==> config.mk <==
export PLATFORM = sky130hd
export DESIGN_NAME = bbox_crop_engine
export DESIGN_NICKNAME = d
export VERILOG_FILES = /design/src/rtl/bbox_pkg.sv /design/src/rtl/bbox_tracker.sv /design/src/rtl/bbox_crop_engine.sv
export SDC_FILE = /design/constraint.sdc
export NUM_CORES = 1
export LEC_CHECK = 0
export BUFFER_PORTS_ARGS = -buffer_cell sky130_fd_sc_hd__buf_2
export CORE_AREA = 3 3 154 156
export DETAILED_ROUTE_END_ITERATION = 10
export DIE_AREA = 0 0 157 159
export PLACE_DENSITY_LB_ADDON = 0.1
export SLEW_MARGIN = 20
export SYNTH_ARGS = -nofsm -noshare
export SYNTH_HDL_FRONTEND = slang
export SYNTH_SLANG_ARGS = --single-unit
==> constraint.sdc <==
create_clock -name CLOCK_50 -period 8.8 [get_ports CLOCK_50]
set_input_delay 0.88 -clock CLOCK_50 [delete_from_list [all_inputs] [get_ports CLOCK_50]]
set_output_delay 0.88 -clock CLOCK_50 [all_outputs]
set_load 0.01 [all_outputs]
==> src/rtl/bbox_pkg.sv <==
// bbox_pkg: shared types and constants for the bounding-box crop engine.
//   state_e          - controller state encoding (also exported on dbg_state)
//   coord_t          - x/y pixel coordinate, wide enough for frames up to 4096 px per side
//   BG_VALUE_DEFAULT - default background pixel value
//   cnt_width()      - bits needed to hold a count 0..n inclusive
package bbox_pkg;

  typedef enum logic [2:0] {
    ST_IDLE       = 3'd0,
    ST_SCAN       = 3'd1,
    ST_SCAN_DRAIN = 3'd2,
    ST_COPY       = 3'd3,
    ST_COPY_DRAIN = 3'd4,
    ST_DONE       = 3'd5
  } state_e;

  localparam int unsigned COORD_W = 12;
  typedef logic [COORD_W-1:0] coord_t;

  localparam logic [7:0] BG_VALUE_DEFAULT = 8'hFF;

  // Width of a counter that must represent the value n itself (e.g. a box
  // width equal to the full frame width).
  function automatic int unsigned cnt_width(input int unsigned n);
    return $clog2(n) + 1;
  endfunction

endpackage

==> src/rtl/bbox_tracker.sv <==
// bbox_tracker: min/max accumulator for the foreground bounding box.
// Each cycle with valid_i=1 and fg_i=1 folds (x_i, y_i) into the box; the
// registered box is visible the following cycle. clear_i (or reset) returns
// the box to its empty form: min at the far corner, max at the origin.
// Ports:
//   clk_i, rst_i      - clock, synchronous active-high reset
//   clear_i           - reinitialise the box (takes priority over valid_i)
//   valid_i, fg_i     - sample qualifier and foreground flag
//   x_i, y_i          - sample coordinates
//   min_x_o..max_y_o  - current box corners
//   found_o           - at least one foreground sample since the last clear
module bbox_tracker
  import bbox_pkg::*;
#(
  parameter int IMG_W = 64,
  parameter int IMG_H = 64
) (
  input  logic   clk_i,
  input  logic   rst_i,
  input  logic   clear_i,
  input  logic   valid_i,
  input  logic   fg_i,
  input  coord_t x_i,
  input  coord_t y_i,
  output coord_t min_x_o,
  output coord_t min_y_o,
  output coord_t max_x_o,
  output coord_t max_y_o,
  output logic   found_o
);

  localparam coord_t MIN_X_INIT = coord_t'(IMG_W - 1);
  localparam coord_t MIN_Y_INIT = coord_t'(IMG_H - 1);

  coord_t min_x_q, min_x_d;
  coord_t min_y_q, min_y_d;
  coord_t max_x_q, max_x_d;
  coord_t max_y_q, max_y_d;
  logic   found_q, found_d;

  always_comb begin
    min_x_d = min_x_q;
    min_y_d = min_y_q;
    max_x_d = max_x_q;
    max_y_d = max_y_q;
    found_d = found_q;
    if (clear_i) begin
      min_x_d = MIN_X_INIT;
      min_y_d = MIN_Y_INIT;
      max_x_d = '0;
      max_y_d = '0;
      found_d = 1'b0;
    end else if (valid_i && fg_i) begin
      if (x_i < min_x_q) min_x_d = x_i;
      if (y_i < min_y_q) min_y_d = y_i;
      if (x_i > max_x_q) max_x_d = x_i;
      if (y_i > max_y_q) max_y_d = y_i;
      found_d = 1'b1;
    end
  end

  always_ff @(posedge clk_i) begin
    if (rst_i) begin
      min_x_q <= MIN_X_INIT;
      min_y_q <= MIN_Y_INIT;
      max_x_q <= '0;
      max_y_q <= '0;
      found_q <= 1'b0;
    end else begin
      min_x_q <= min_x_d;
      min_y_q <= min_y_d;
      max_x_q <= max_x_d;
      max_y_q <= max_y_d;
      found_q <= found_d;
    end
  end

  assign min_x_o = min_x_q;
  assign min_y_o = min_y_q;
  assign max_x_o = max_x_q;
  assign max_y_o = max_y_q;
  assign found_o = found_q;

endmodule

==> src/rtl/bbox_crop_engine.sv <==
// bbox_crop_engine: scans a grayscale frame for its non-background bounding
// box, then copies that box row-major into a write memory starting at 0.
//
// Protocol: start is a one-cycle request honoured only in IDLE. busy is high
// from the cycle after acceptance until done rises; done is a level that
// holds (with empty, crop_w, crop_h, out_len stable) until reset. Any start
// outside IDLE is ignored, so a new run needs a reset first.
//
// Memory timing: rd_data carries the word for the rd_addr of the previous
// cycle. A copied word is presented on wr_addr/wr_data/wr_en in the cycle its
// read data returns, so writes trail reads by exactly one cycle.
//
// Build option BBOX_ROW_PAD4_EN: each cropped row is followed by zero words
// until the row holds a multiple of 4 words; pad words take COPY cycles of
// their own (no read issued) and are counted in out_len.
//
// Ports:
//   CLOCK_50, reset        - clock, synchronous active-high reset
//   start                  - run request
//   rd_addr / rd_data      - frame read port (row-major y*IMG_W+x), 0 when idle
//   wr_addr/wr_data/wr_en  - cropped image write port
//   busy, done, empty      - run status; empty=1 means no foreground found
//   crop_w, crop_h         - box size (0 when empty), valid with done
//   out_len                - number of words written
//   dbg_state              - current controller state (state_e encoding)
module bbox_crop_engine
  import bbox_pkg::*;
#(
  parameter int               IMG_W    = 64,
  parameter int               IMG_H    = 64,
  parameter int               PIX_W    = 8,
  parameter logic [PIX_W-1:0] BG_VALUE = PIX_W'(BG_VALUE_DEFAULT),
  parameter int               ADDR_W   = $clog2(IMG_W * IMG_H)
) (
  input  logic                          CLOCK_50,
  input  logic                          reset,
  input  logic                          start,
  output logic [ADDR_W-1:0]             rd_addr,
  input  logic [PIX_W-1:0]              rd_data,
  output logic [ADDR_W-1:0]             wr_addr,
  output logic [PIX_W-1:0]              wr_data,
  output logic                          wr_en,
  output logic                          busy,
  output logic                          done,
  output logic                          empty,
  output logic [cnt_width(IMG_W)-1:0]   crop_w,
  output logic [cnt_width(IMG_H)-1:0]   crop_h,
  output logic [ADDR_W:0]               out_len,
  output logic [2:0]                    dbg_state
);

  localparam int     CW_W   = cnt_width(IMG_W);
  localparam int     CH_W   = cnt_width(IMG_H);
  localparam coord_t LAST_X = coord_t'(IMG_W - 1);
  localparam coord_t LAST_Y = coord_t'(IMG_H - 1);

  state_e state_q, state_d;

  // Scan address generator and its one-cycle-delayed copy that lines up with
  // rd_data for the tracker.
  logic [ADDR_W-1:0] scan_addr_q, scan_addr_d;
  coord_t            scan_x_q, scan_x_d;
  coord_t            scan_y_q, scan_y_d;
  logic              pvld_q;
  coord_t            px_q, py_q;

  // Copy walk, as offsets from the box origin.
  coord_t ox_q, ox_d;
  coord_t oy_q, oy_d;

  // Write stage and word counter.
  logic            wvld_q, wvld_d;
  logic [ADDR_W:0] wr_cnt_q, wr_cnt_d;
  logic            wr_is_pad;

`ifdef BBOX_ROW_PAD4_EN
  logic       in_pad_q, in_pad_d;
  logic [1:0] pad_left_q, pad_left_d;
  logic       wpad_q, wpad_d;
  logic [1:0] row_pads;
`endif

  logic              row_done;
  logic              track_clear;
  logic              fg;
  logic              found;
  logic              found_now;
  coord_t            min_x, min_y, max_x, max_y;
  coord_t            bw, bh;
  logic [ADDR_W-1:0] copy_addr;
  logic [ADDR_W-1:0] rd_addr_c;

  bbox_tracker #(
    .IMG_W(IMG_W),
    .IMG_H(IMG_H)
  ) u_tracker (
    .clk_i   (CLOCK_50),
    .rst_i   (reset),
    .clear_i (track_clear),
    .valid_i (pvld_q),
    .fg_i    (fg),
    .x_i     (px_q),
    .y_i     (py_q),
    .min_x_o (min_x),
    .min_y_o (min_y),
    .max_x_o (max_x),
    .max_y_o (max_y),
    .found_o (found)
  );

  assign fg = (rd_data != BG_VALUE);

  // The final scanned datum is still in flight during SCAN_DRAIN, so the
  // empty/non-empty decision has to include it combinationally.
  assign found_now = found | (pvld_q & fg);

  // Box extent minus one; only meaningful once found is set.
  assign bw = max_x - min_x;
  assign bh = max_y - min_y;

  assign copy_addr = ADDR_W'((int'(min_y) + int'(oy_q)) * IMG_W + int'(min_x) + int'(ox_q));

`ifdef BBOX_ROW_PAD4_EN
  // Row length is bw+1; the pads needed to reach a multiple of 4 are
  // -(bw+1) mod 4, which is simply the low two bits of ~bw.
  assign row_pads  = ~bw[1:0];
  assign wr_is_pad = wpad_q;
`else
  assign wr_is_pad = 1'b0;
`endif

  always_comb begin
    state_d     = state_q;
    scan_addr_d = scan_addr_q;
    scan_x_d    = scan_x_q;
    scan_y_d    = scan_y_q;
    ox_d        = ox_q;
    oy_d        = oy_q;
    wvld_d      = 1'b0;
    wr_cnt_d    = wr_cnt_q + {{ADDR_W{1'b0}}, wvld_q};
    rd_addr_c   = '0;
    track_clear = 1'b0;
    row_done    = 1'b0;
`ifdef BBOX_ROW_PAD4_EN
    in_pad_d    = in_pad_q;
    pad_left_d  = pad_left_q;
    wpad_d      = 1'b0;
`endif

    case (state_q)
      ST_IDLE: begin
        if (start) begin
          state_d     = ST_SCAN;
          track_clear = 1'b1;
          scan_addr_d = '0;
          scan_x_d    = '0;
          scan_y_d    = '0;
          ox_d        = '0;
          oy_d        = '0;
          wr_cnt_d    = '0;
`ifdef BBOX_ROW_PAD4_EN
          in_pad_d    = 1'b0;
          pad_left_d  = '0;
`endif
        end
      end

      ST_SCAN: begin
        rd_addr_c   = scan_addr_q;
        scan_addr_d = scan_addr_q + ADDR_W'(1);
        if (scan_x_q == LAST_X) begin
          scan_x_d = '0;
          if (scan_y_q == LAST_Y) state_d = ST_SCAN_DRAIN;
          else                    scan_y_d = scan_y_q + coord_t'(1);
        end else begin
          scan_x_d = scan_x_q + coord_t'(1);
        end
      end

      ST_SCAN_DRAIN: begin
        state_d = found_now ? ST_COPY : ST_DONE;
      end

      ST_COPY: begin
        // Every COPY cycle produces exactly one write one cycle later,
        // either a copied pixel or a pad word.
        wvld_d = 1'b1;
`ifdef BBOX_ROW_PAD4_EN
        wpad_d = in_pad_q;
        if (in_pad_q) begin
          pad_left_d = pad_left_q - 2'd1;
          if (pad_left_q == 2'd1) begin
            in_pad_d = 1'b0;
            row_done = 1'b1;
          end
        end else if (ox_q == bw) begin
          rd_addr_c = copy_addr;
          ox_d      = '0;
          if (row_pads != 2'd0) begin
            in_pad_d   = 1'b1;
            pad_left_d = row_pads;
          end else begin
            row_done = 1'b1;
          end
        end else begin
          rd_addr_c = copy_addr;
          ox_d      = ox_q + coord_t'(1);
        end
`else
        rd_addr_c = copy_addr;
        if (ox_q == bw) begin
          ox_d     = '0;
          row_done = 1'b1;
        end else begin
          ox_d = ox_q + coord_t'(1);
        end
`endif
        if (row_done) begin
          if (oy_q == bh) state_d = ST_COPY_DRAIN;
          else            oy_d    = oy_q + coord_t'(1);
        end
      end

      ST_COPY_DRAIN: begin
        state_d = ST_DONE;
      end

      ST_DONE: begin
        // Terminal until reset; start is ignored here.
        state_d = ST_DONE;
      end

      default: begin
        state_d = ST_IDLE;
      end
    endcase
  end

  always_ff @(posedge CLOCK_50) begin
    if (reset) begin
      state_q     <= ST_IDLE;
      scan_addr_q <= '0;
      scan_x_q    <= '0;
      scan_y_q    <= '0;
      pvld_q      <= 1'b0;
      px_q        <= '0;
      py_q        <= '0;
      ox_q        <= '0;
      oy_q        <= '0;
      wvld_q      <= 1'b0;
      wr_cnt_q    <= '0;
`ifdef BBOX_ROW_PAD4_EN
      in_pad_q    <= 1'b0;
      pad_left_q  <= '0;
      wpad_q      <= 1'b0;
`endif
    end else begin
      state_q     <= state_d;
      scan_addr_q <= scan_addr_d;
      scan_x_q    <= scan_x_d;
      scan_y_q    <= scan_y_d;
      pvld_q      <= (state_q == ST_SCAN);
      px_q        <= scan_x_q;
      py_q        <= scan_y_q;
      ox_q        <= ox_d;
      oy_q        <= oy_d;
      wvld_q      <= wvld_d;
      wr_cnt_q    <= wr_cnt_d;
`ifdef BBOX_ROW_PAD4_EN
      in_pad_q    <= in_pad_d;
      pad_left_q  <= pad_left_d;
      wpad_q      <= wpad_d;
`endif
    end
  end

  assign rd_addr   = rd_addr_c;
  assign wr_en     = wvld_q;
  assign wr_addr   = wvld_q ? wr_cnt_q[ADDR_W-1:0] : '0;
  assign wr_data   = (wvld_q && !wr_is_pad) ? rd_data : '0;
  assign busy      = (state_q == ST_SCAN) || (state_q == ST_SCAN_DRAIN) ||
                     (state_q == ST_COPY) || (state_q == ST_COPY_DRAIN);
  assign done      = (state_q == ST_DONE);
  assign empty     = done && !found;
  assign crop_w    = (done && found) ? CW_W'(bw + coord_t'(1)) : '0;
  assign crop_h    = (done && found) ? CH_W'(bh + coord_t'(1)) : '0;
  assign out_len   = wr_cnt_q;
  assign dbg_state = state_q;

endmodule

==> impl_metrics.csv, run 1 <==
group,metric,value,unit
outcome,status,"complete, no violations",
drt,drt-total-wl,25.6,mm
die,die-area,25000,um^2
sta,setup_tns,0,ns
drt,drt_iter0_drc,506,
sta,hold_viol,0,
grt,grt_max_degree,47,
yosys,ys.flop_type,"dfxtp_1",
sta,worst_pin_slew,0.937,ns
clock_network,clock-sinks,151,
clock_network,insertion_delay,0.43,ns
worst_setup_path,worstReg2RegStart,"u_tracker.min_x_o[0]",
die,core,22500,um^2
yosys,syn_avg_cell_area,8.17,um^2
yosys,async_flop_share,0,%
sta,finalSetupViolations,0,
worst_hold_path,whs_path_depth,2,
place,placed_area,10700,um^2
drt,routedWlPerCell,16.2,um
die,start_util,44.8,%
worst_setup_path,r2r_cells,11,
final_layout,area_growth,11.5,%
worst_hold_path,hold_end,"u_tracker.min_x_o[8]",
yosys,syn-num-nets,1351,
worst_setup_path,end_kind,"output pin",
worst_setup_path,path_buf_inv,2,
worst_setup_path,ff2ff_setup_slack,4.98,ns
grt,grt_pass1_wl,41.6,mm
clock_network,post_cts_resized,0,
clock_network,ctsHoldBuffers,0,
final_layout,fillerInstances,2220,
final_layout,fin_util,49.9,%
worst_setup_path,crit_arrival,3.53,ns
pwr,powerDensity,140,nW/um^2
pwr,power,0.00157,W
grt,grt_overflow_total,0,
yosys,seq_area_frac_synth,30.0,%
worst_setup_path,crit_type,"reg2out",
worst_setup_path,critPathMaxFanout,5,
clock_network,numCtsBuffers,17,
worst_setup_path,r2r_end,"oy_q[2]",
final_layout,final_area,11200,um^2
sta,rsz0062_at_grt,"no",
pwr,vdd_drop_max,118,uV
final_layout,diodes,0,
pwr,power.leakage,5.12,nW
sta,timing.hold.ws,0.469,ns
yosys,synthCells,1233,
worst_setup_path,cp_slowest_stage_delay,0.49,ns
yosys,ys_seq_elements,151,
drt,drc,0,
drt,dr.pass1.iters,7,
drt,vias,8669,
place,dp_hpwl,19.7,mm
yosys,syn_area,10100,um^2
sta,slew_viol_final,0,
run,cap_violations,0,
grt,grt_pass1_vias,7964,
clock_network,clk_pin_slew,0.07,ns
die,die_h,159,um
clock_network,cts_max_path_buffers,2,
die,die_w,157,um
final_layout,drive_above_1_share,10.2,%
worst_hold_path,hold_start,"u_tracker.min_x_o[8]",
grt,grt_antenna_before_repair,1,
sta,fin_crit_sh,50.2,%
clock_network,cts_tree,"done",
sta,fmax,227,MHz
sta,period_minus_slack,4.41,ns
final_layout,nNetsFinal,1403,
yosys,ys.warnings.count,0,
grt,grt_usage,20.6,%
worst_setup_path,cp.depth,12,
clock_network,h-tree-depth,4,
yosys,synth_edf_count,0,
clock_network,cts-root-buf,"clkbuf_16",
worst_setup_path,cp_cell_sequence,"ha_1 -> fa_1 -> xnor2_1 -> fa_1 -> inv_1 -> ha_1 -> a21oi_1 -> a21boi_1 -> o21ai_0 -> xnor2_1 -> a22o_1 -> buf_2",
place,gp_congestion,0.850,
sta,relSlewSlack,37.5,%
worst_hold_path,min_path_type,"reg2reg",
yosys,yosysUniqueCellTypes,74,
clock_network,cts_setup_buffers,0,
die,rows,55,
drt,antenna_left,0,
worst_setup_path,start_kind,"flip-flop",
worst_setup_path,cp_top_family,"adder cells",
sta,skew,0.0103,ns
worst_setup_path,cp_data_required_time,7.92,ns
drt,avgViaCountPerCell,5.48,
worst_setup_path,cpMaxStageDelayCell,"fa_1",
place,io_buffer_count,76,
die,io_pins,77,
[placed cells by master, fill, tap and decap left out, types with 28 or more instances in the layout]
| cell | instances |
|---|---|
| nor2_1 | 142 |
| dfxtp_1 | 151 |
| nor2b_1 | 36 |
| xnor2_1 | 55 |
| xor2_1 | 30 |
| inv_1 | 84 |
| ha_1 | 98 |
| o21ai_0 | 58 |
| a21oi_1 | 49 |
| nand3_1 | 40 |
| and2_1 | 28 |
| nand2_1 | 91 |
| buf_2 | 76 |
| and3_1 | 34 |
| a21o_1 | 35 |
[worst max path at each step]
stage	from	endpoint	slack (ns)
final	oy_q[0]	rd_addr[11]	4.39
after global routing	oy_q[0]	rd_addr[11]	4.09
after CTS	oy_q[0]	rd_addr[11]	4.37
after detailed placement	oy_q[0]	rd_addr[11]	4.84
after global placement	oy_q[0]	rd_addr[11]	4.86
after floorplan	oy_q[0]	rd_addr[11]	5.14
[cell families (layout without fill, tap and decap cells)]
family / after synthesis / after routing / share of synthesized area, %
AOI/OAI and AO/OA: 264 / 264 / 17.4
xor gates and xnor gates: 86 / 86 / 7.61
adders and majority gates: 107 / 107 / 14.0
buffers and inverters: 133 / 198 / 5.36
DFF: 151 / 151 / 30.0
muxes: 27 / 27 / 2.69
and+or+nand+nor: 465 / 465 / 22.9
[power by group]
| part | switching, W | leakage (nW) | internal (W) | total (W) |
|---|---|---|---|---|
| registers | 0.0000111 | 1.22 | 0.000692 | 0.000703 |
| logic | 0.0000970 | 3.63 | 0.0000468 | 0.000144 |
| clock network | 0.000321 | 0.273 | 0.000404 | 0.000725 |
[per-layer routing]
metal	GRT usage (%)	part of all wire, %	routed length, um
met1	32.5	54	13700
met4	5.73	1.7	425
met2	28.6	40	10200
met3	3.40	4.9	1260
met5	0	0	0
[synth_stat cells (all sizes together) (24+ instances only)]
master / number / area share (%)
xnor2: 55 / 4.8
clkbuf: 39 / 1.5
nor2: 143 / 5.3
nor2b: 36 / 2.2
o21ai: 69 / 3.4
nand3: 40 / 2.0
dfxtp: 151 / 30
mux2i: 26 / 2.6
inv: 84 / 3.1
nand2: 93 / 3.5
nor3: 24 / 1.2
xor2: 30 / 2.6
ha: 98 / 12
and3: 34 / 2.1
and2: 28 / 1.7
a21oi: 49 / 2.4
a21o: 35 / 2.6
[registers in the layout (all words and copies together) (netlist names)]
signal             cells
dbg_state              3
out_len               13
ox_q                  12
oy_q                  12
pvld_q                 1
px_q                  12
py_q                  12
scan_addr_q           12
scan_x_q              12
scan_y_q              12
u_tracker.found_o      1
u_tracker.max_x_o     12
u_tracker.max_y_o     12
u_tracker.min_x_o     12
u_tracker.min_y_o     12
wr_en                  1
[cell type report]
| class | instances | area [um^2] | area share [%] |
|---|---|---|---|
| Tap cell | 285 | 357 | 3.17 |
| Clock inverter | 14 | 138 | 1.22 |
| Inverter | 84 | 315 | 2.81 |
| Timing Repair Buffer | 82 | 425 | 3.79 |
| Multi-Input combinational cell | 949 | 6540 | 58.2 |
| Clock buffer | 18 | 439 | 3.91 |
| Sequential cell | 151 | 3020 | 26.9 |
[per-stage QoR]
step	instances	worst slack, ns
6_report	1583	4.39
5_1_grt	1583	4.09
4_1_cts	1583	4.37
3_5_place_dp	1551	4.84
3_3_place_gp	1551	4.86
2_1_floorplan	1233	5.14
[worst reg2reg max path: cells and delay by family, from the launching register on]
kind                     cells  cell delay (ns)
AND/OR/NAND/NOR              4             1.54
XOR/XNOR                     2             0.63
flip-flops                   1             0.36
AO/OA/AOI/OAI                3             0.57
adder cells (fa/ha/maj)      2             0.66
No activity file was read; power rests on OpenSTA's default activity.
==> inputs of run 2 (changes only) <==
==> constraint.sdc (replaced) <==
create_clock -name CLOCK_50 -period 3.9 [get_ports CLOCK_50]
set_input_delay 0.39 -clock CLOCK_50 [delete_from_list [all_inputs] [get_ports CLOCK_50]]
set_output_delay 0.39 -clock CLOCK_50 [all_outputs]
set_load 0.01 [all_outputs]
==> run 2 against run 1 <==
Compared with the run above:
- critical endpoint unchanged
- highest routed layer unchanged
- design area rose by 1.4%
- clock skew is 0.0018 ns lower
- clock-buffer cell count grew 1
==> impl_metrics.csv, run 2 (synthesis gave the netlist of run 1 again) <==
group,metric,value,unit
outcome,status,"complete, no violations",
place,gp_congestion,0.879,
worst_setup_path,path_buf_inv,2,
worst_setup_path,cp_slowest_stage_delay,0.56,ns
die,rows,55,
place,dp_hpwl,19.9,mm
worst_hold_path,hold_end,"py_q[4]",
clock_network,cts_tree,"done",
die,start_util,44.8,%
die,die_h,159,um
worst_setup_path,r2r_end,"ox_q[7]",
final_layout,diodes,0,
grt,grt_antenna_before_repair,1,
sta,period_minus_slack,3.76,ns
sta,skew,0.00847,ns
die,die-area,25000,um^2
worst_setup_path,crit_arrival,3.37,ns
worst_setup_path,critPathMaxFanout,5,
worst_setup_path,ff2ff_setup_slack,0.50,ns
die,io_pins,77,
grt,grt_pass1_vias,7800,
sta,hold_viol,0,
worst_setup_path,end_kind,"output pin",
run,cap_violations,0,
pwr,combPwrFrac,9.2,%
final_layout,fin_util,50.6,%
drt,antenna_left,0,
worst_setup_path,start_kind,"flip-flop",
worst_setup_path,cp_data_required_time,3.51,ns
worst_hold_path,whs_path_depth,2,
sta,fmax,266,MHz
clock_network,insertion_delay,0.43,ns
final_layout,final_common_cell,"dfxtp_1",
drt,drt-total-wl,25.8,mm
pwr,p_seq_share,43.7,%
grt,grt_max_degree,49,
sta,timing.hold.ws,0.369,ns
final_layout,seq_area,3030,um^2
sta,fin_crit_sh,96.3,%
die,core,22500,um^2
pwr,p_clk_share,47.1,%
clock_network,clk_pin_slew,0.07,ns
drt,drc,0,
pwr,power,0.00363,W
worst_setup_path,cpMaxStageDelayCell,"fa_2",
sta,worst_pin_slew,0.876,ns
drt,dr.pass1.iters,5,
worst_setup_path,cp_top_family,"adder cells",
worst_setup_path,crit_type,"reg2out",
pwr,intPower,0.00265,W
sta,finalSetupViolations,0,
pwr,power.leakage,5.22,nW
sta,slew_viol_final,0,
clock_network,ctsHoldBuffers,0,
final_layout,multi_input_area,6590,um^2
final_layout,final_cell_mix,"dfxtp_1 (148), nor2_1 (142), ha_1 (97)",
final_layout,drive_above_1_share,11.6,%
pwr,p_sw_share,26.8,%
worst_setup_path,cp_cell_sequence,"ha_4 -> fa_2 -> a21oi_2 -> nor2_1 -> nor2_1 -> xor2_1 -> fa_2 -> inv_1 -> ha_1 -> a21oi_1 -> o21ai_1 -> xnor2_1 -> a22o_1 -> buf_2",
worst_hold_path,hold_start,"reset",
worst_hold_path,min_path_type,"in2reg",
clock_network,cts_max_path_buffers,2,
drt,routedWlPerCell,16.2,um
drt,drt_iter0_drc,468,
pwr,p_sw,0.000974,W
final_layout,nNetsFinal,1411,
grt,grt_overflow_total,0,
grt,grt_pass1_wl,41.3,mm
pwr,vdd_drop_max,259,uV
final_layout,fillerInstances,2174,
worst_setup_path,worstReg2RegStart,"u_tracker.max_x_o[0]",
final_layout,area_growth,13.1,%
drt,avgViaCountPerCell,5.51,
pwr,powerDensity,318,nW/um^2
final_layout,largest_reg_flops,13,
clock_network,h-tree-depth,4,
place,io_buffer_count,76,
clock_network,cts-root-buf,"clkbuf_16",
clock_network,clock-sinks,151,
die,die_w,157,um
grt,grt_usage,20.5,%
clock_network,numCtsBuffers,17,
worst_setup_path,r2r_cells,13,
drt,vias,8772,
sta,relSlewSlack,41.6,%
-- run 2: what timing repair did --
action,4_1_cts,5_1_grt
pin swaps,4,10
resized for setup,3,13
endpoints found under the setup margin,1,2
buffers inserted,0,0
-- run 2: worst max path at each step --
stage          startpoint           to  slack (ns)  depth (start not counted)
3_3_place_gp      oy_q[0]  rd_addr[11]        0.42                         14
6_report          oy_q[0]  rd_addr[11]        0.14                         14
2_1_floorplan     oy_q[0]  rd_addr[11]        0.73                         11
3_5_place_dp      oy_q[0]  rd_addr[11]        0.42                         12
4_1_cts           oy_q[0]  rd_addr[11]        0.01                         12
5_1_grt           oy_q[0]  rd_addr[10]       -0.02                         12
-- run 2: cell type report --
class	instances	share of cell area [%]
clock buffer	19	3.89
inverter	84	2.77
clock inverter	13	1.42
multi-input combinational	949	57.9
timing repair buffer	90	4.37
sequential	151	26.6
tap	285	3.13
-- run 2: power by group through the flow --
stage                     sequential (W)  combinational (W)  clock [W]
after detailed placement         0.00162           0.000328          0
after CTS                        0.00159           0.000331    0.00174
after global placement           0.00162           0.000328          0
after global routing             0.00159           0.000371    0.00181
after floorplan                  0.00161           0.000235          0
final                            0.00159           0.000332    0.00171
-- run 2: stage by stage --
stage                     setup WS [ns]  instance area (um^2)  setup TNS (ns)  std cells
after floorplan                   0.728                 10100               0       1233
after global placement            0.423                 10700               0       1559
after detailed placement          0.415                 10700               0       1559
after CTS                       0.00983                 11300               0       1591
after global routing            -0.0202                 11400         -0.0202       1591
final                             0.144                 11400               0       1591
-- run 2: per-layer routing --
| layer | part of all wire [%] | global-route usage [%] |
|---|---|---|
| met1 | 53 | 32.3 |
| met2 | 40 | 28.3 |
| met3 | 5.4 | 3.37 |
| met4 | 1.5 | 5.57 |
| met5 | 0 | 0 |
